<file path="src/rtl/ex_stage_mc.sv">
// Execute stage for the mips_16 pipeline: single-cycle ALU plus an iterative
// shift-add multiplier that stalls ID for DATA_W cycles and drains bubbles into MEM.
module ex_stage_mc #(
    parameter int unsigned DATA_W   = 16,
    parameter int unsigned SIDE_W   = 22,
    parameter int unsigned DEST_LSB = 1,
    parameter int unsigned DEST_W   = 3
) (
    input  logic              clk,
    input  logic              rst,
    input  logic              in_valid,
    input  logic [3:0]        in_cmd,
    input  logic [DATA_W-1:0] in_src1,
    input  logic [DATA_W-1:0] in_src2,
    input  logic [SIDE_W-1:0] in_side,
    output logic              out_valid,
    output logic [DATA_W-1:0] out_result,
    output logic [SIDE_W-1:0] out_side,
    output logic              stall_out,
    output logic              ex_busy,
    output logic [DEST_W-1:0] ex_op_dest
);

    localparam int unsigned SH_W = $clog2(DATA_W);

    localparam logic [3:0] CmdAdd = 4'd1;
    localparam logic [3:0] CmdSub = 4'd2;
    localparam logic [3:0] CmdAnd = 4'd3;
    localparam logic [3:0] CmdOr  = 4'd4;
    localparam logic [3:0] CmdXor = 4'd5;
    localparam logic [3:0] CmdSl  = 4'd6;
    localparam logic [3:0] CmdSr  = 4'd7;
    localparam logic [3:0] CmdMul = 4'd8;

    typedef enum logic [0:0] {StIdle, StBusy} state_e;

    state_e            state_q;
    logic [SH_W-1:0]   cnt_q;
    logic [DATA_W-1:0] acc_q;
    logic [DATA_W-1:0] mcand_q;
    logic [DATA_W-1:0] mplier_q;
    logic [SIDE_W-1:0] side_q;

    logic [DATA_W-1:0] alu_res;
    logic [DATA_W-1:0] acc_next;
    logic              mul_start;
    logic              mul_last;

    always_comb begin
        alu_res = '0;
        unique case (in_cmd)
            CmdAdd:  alu_res = in_src1 + in_src2;
            CmdSub:  alu_res = in_src1 - in_src2;
            CmdAnd:  alu_res = in_src1 & in_src2;
            CmdOr:   alu_res = in_src1 | in_src2;
            CmdXor:  alu_res = in_src1 ^ in_src2;
            CmdSl:   alu_res = in_src1 << in_src2[SH_W-1:0];
            CmdSr:   alu_res = in_src1 >> in_src2[SH_W-1:0];
            default: alu_res = '0;
        endcase
    end

    assign acc_next  = mplier_q[0] ? acc_q + mcand_q : acc_q;
    assign mul_start = (state_q == StIdle) && in_valid && (in_cmd == CmdMul);
    assign mul_last  = (state_q == StBusy) && (cnt_q == SH_W'(DATA_W - 1));

    // Released in the final BUSY cycle so ID advances on the retiring edge.
    assign stall_out  = mul_start || ((state_q == StBusy) && !mul_last);
    assign ex_op_dest = (state_q == StBusy) ? side_q[DEST_LSB +: DEST_W]
                                            : in_side[DEST_LSB +: DEST_W];

    always_ff @(posedge clk) begin
        if (rst) begin
            state_q    <= StIdle;
            cnt_q      <= '0;
            acc_q      <= '0;
            mcand_q    <= '0;
            mplier_q   <= '0;
            side_q     <= '0;
            out_valid  <= 1'b0;
            out_result <= '0;
            out_side   <= '0;
            ex_busy    <= 1'b0;
        end else begin
            unique case (state_q)
                StIdle: begin
                    if (mul_start) begin
                        acc_q      <= '0;
                        mcand_q    <= in_src1;
                        mplier_q   <= in_src2;
                        side_q     <= in_side;
                        cnt_q      <= '0;
                        state_q    <= StBusy;
                        ex_busy    <= 1'b1;
                        out_valid  <= 1'b0;
                        out_result <= '0;
                        out_side   <= '0;
                    end else if (in_valid) begin
                        out_valid  <= 1'b1;
                        out_result <= alu_res;
                        out_side   <= in_side;
                    end else begin
                        out_valid  <= 1'b0;
                        out_result <= '0;
                        out_side   <= '0;
                    end
                end
                StBusy: begin
                    acc_q    <= acc_next;
                    mcand_q  <= mcand_q << 1;
                    mplier_q <= mplier_q >> 1;
                    cnt_q    <= cnt_q + SH_W'(1);
                    if (mul_last) begin
                        out_valid  <= 1'b1;
                        out_result <= acc_next;
                        out_side   <= side_q;
                        state_q    <= StIdle;
                        ex_busy    <= 1'b0;
                    end else begin
                        out_valid  <= 1'b0;
                        out_result <= '0;
                        out_side   <= '0;
                    end
                end
                default: state_q <= StIdle;
            endcase
        end
    end

endmodule

</file>
<file path="config.mk">
export PLATFORM = sky130hd
export DESIGN_NAME = ex_stage_mc
export DESIGN_NICKNAME = d
export VERILOG_FILES = /design/src/rtl/ex_stage_mc.sv
export SDC_FILE = /design/constraint.sdc
export NUM_CORES = 1
export LEC_CHECK = 0
export CORE_ASPECT_RATIO = 1.25
export CORE_MARGIN = 3
export CORE_UTILIZATION = 63
export CTS_BUF_LIST = sky130_fd_sc_hd__clkbuf_4 sky130_fd_sc_hd__clkbuf_8
export DETAILED_ROUTE_END_ITERATION = 12
export MAX_ROUTING_LAYER = met4
export PLACE_DENSITY = 0.95
export RECOVER_POWER = 50
export REMOVE_ABC_BUFFERS = 1
export SYNTH_ARGS = -nofsm -noshare
export SYNTH_HDL_FRONTEND = slang
export SYNTH_SLANG_ARGS = --single-unit
</file>
<file path="constraint.sdc">
create_clock -name clk -period 8.84 [get_ports clk]
set_clock_uncertainty 0.1 [all_clocks]
set_input_delay 1.326 -clock clk [delete_from_list [all_inputs] [get_ports clk]]
set_output_delay 1.326 -clock clk [all_outputs]
set_load 0.02 [all_outputs]
</file>
==> impl_metrics.toml <==
[grt]
grt_pass1_vias = 8476
grt_antenna_before_repair = 0
grt_max_degree = 79
track_usage_pct = 39.3
grt_overflow = 0
grt_pass1_wl_um = 43700

[timing]
drv_slew = 67
hold_viol = 0
tightest_slew_ps = 3060
relSlewSlack_pct = -104
rsz0062_at_grt = "false"
finalSetupTns_ps = 0
fin_crit_sh_pct = 69.9
whs_ps = 359
period_minus_slack_ps = 6180
fmax_mhz = 162
setup_viol = 0
timing.final.ws_setup_ps = 2660

[synth]
synth_edf_count = 0
synth.cell_area_um2 = 8350
async_reset_ff_share_pct = 0
synth-main-ff-cell = "dfxtp_1"
synth.yosys.seq_area_share_pct = 27.6
ys_warn_count = 0
synth_seq_cells = 115
ys_types = 71
netlist_instances = 1106
synth.avg_cell_area_um2 = 7.55

[flow_run]
drv_cap = 1

[cells_and_area]
syn_to_final_growth_pct = 17.2
fin_cells = 1351
nets = 1298
final_common_cell = "nand2_1"
fillers = 906
seq_area_um2 = 2300
final_cell_mix = "nand2_1 (156), nor2_1 (146), a21oi_1 (139)"
stdcell_area_um2 = 9790
diodes = 0
drive_above_1_share_pct = 7.44
multiInputGateArea_um2 = 5590

[clock_tree]
clock-sinks = 115
cts_buffer_depth = 2
clk_latency_ps = 440
post_cts_buffers = 0
cts_resized = 0
h-tree-depth = 4
cts-hold-fix-buffers = 0
cts_root_buf = "clkbuf_8"
numCtsBuffers = 17
cts.clk_slew.worst_paths_ps = 70
cts_tree = "done"

[placed_design]
place_inst = 1319
port_buffers = 104
post_dp_cell_area_um2 = 9370
routabilityCongestion = 1.02
place_ws_ps = 3590
place_hpwl_um = 19300

[power_and_ir_drop]
leakagePower_nw = 3.90
p_per_area_nw_per_um2 = 139
ir_drop_mv = 0.199

[floorplanning]
die_w_um = 109
io_pins = 105
coreArea_um2 = 12800
dieArea_um2 = 14700
die_y_um = 135
initial_core_util_pct = 65.1
rows = 46

[worst_setup_path]
crit_path_cell_trace = "dlygate4sd3_1 > nor3_1 > nand3_2 > clkbuf_1 > nand2_1 > nor3_2 > o21ai_1 > o311a_1 > a31oi_1"
path_class = "primary input to flop"
cp-start-kind = "primary input"
crit_slowest_cell = "clkbuf_1"
worstSetupEndpointType = "flop"
arrival_ps = 6440
slowest_delay_ps = 2170
required_ps = 9100
critPathMaxFanout = 66

[drt]
drt-total-wl_um = 27700
vias = 8681
first_iter_violations = 980
drc_errors = 0
vias_per_cell = 6.43
firstDrtPassIters = 7
ant_nets = 0
post_drt_wl_per_cell_um = 20.5

[hold_path]
hold_class = "flop to flop"

[status]
outcome = "complete, but fails checks"
violations = "max-capacitance violations, max-slew violations"
[synth_stat cells, types with 8 or more instances]
library cell / number / share of area [%]
a22oi_1: 38 / 3.4
nor2b_1: 12 / 0.90
o211ai_1: 14 / 1.3
nand2_1: 156 / 7.0
a21oi_1: 139 / 8.3
mux2i_1: 28 / 3.4
o21ai_0: 40 / 2.4
xnor2_1: 34 / 3.6
a31oi_1: 16 / 1.2
nand3_1: 13 / 0.78
a211oi_1: 16 / 1.4
nand2b_1: 11 / 0.82
nor3_1: 12 / 0.72
o21ai_1: 11 / 0.66
buf_1: 8 / 0.36
nor2_1: 146 / 6.6
inv_1: 39 / 1.8
dfxtp_1: 115 / 28
mux2_2: 14 / 1.9
buf_2: 14 / 0.84
ha_1: 65 / 9.7
clkbuf_1: 40 / 1.8
and3_1: 9 / 0.67
[report_power, final]
group | leakage (nW) | internal [mW] | switching, mW
logic | 2.75 | 0.116 | 0.172
registers | 0.931 | 0.527 | 0.00507
clock network | 0.215 | 0.294 | 0.247
[per-layer routing]
metal	wire length [µm]	share of wire (%)	track usage [%]
met5	0	0	-
met4	1700	6.1	23.3
met3	2110	7.6	7.89
met2	13100	47	61.5
met1	10800	39	46.2
[area by class of cell]
type | count | share of cell area, %
Clock buffer | 19 | 2.61
Clock inverter | 13 | 1.76
Inverter | 41 | 1.57
Multi-Input combinational cell | 881 | 57.1
Sequential cell | 115 | 23.5
Tap cell | 168 | 2.15
Timing Repair Buffer | 114 | 11.3
[kinds of logic after synthesis]
family          count (synthesis)  synth area share (%)
simple gates                  393                  20.6
compound gates                332                  24.8
flops                         115                  27.6
buf+inv                       110                  5.60
fa+ha+maj                      67                  10.2
mux                            49                  7.04
xor+xnor                       40                  4.20
[through the flow]
| stage | utilization, % | power, mW |
|---|---|---|
| after detailed placement | 73.0 | 0.826 |
| after global placement | 73.0 | 0.822 |
| after global routing | 76.2 | 1.41 |
| after floorplan | - | 0.703 |
| final | 76.2 | 1.36 |
| after CTS | 76.3 | 1.36 |
[worst max-delay path: cells and delay by family]
family,cells,cell delay [ps]
buffers and inverters,2,3080
AO/OA/AOI/OAI,3,530
AND/OR/NAND/NOR,4,1480
[path summary, 6_finish.rpt]
kind                            slack (ps)  depth (start not counted)       start              to
worst max-delay path                  2660                          9   in_cmd[0]  out_result[13]
worst min-delay path                   360                          2  side_q[21]      side_q[21]
worst max register to register        3540                          9     state_q  out_result[13]
worst min register to register         360                          2  side_q[21]      side_q[21]
[state kept, by name, indices dropped and copies added (netlist names)]
signal	flops
side_q	22
acc_q	16
mplier_q	16
mcand_q	16
cnt_q	4
state_q	1
out_valid	1
out_side	22
ex_busy	1
out_result	16
No activity file was read; power rests on OpenSTA's default activity.
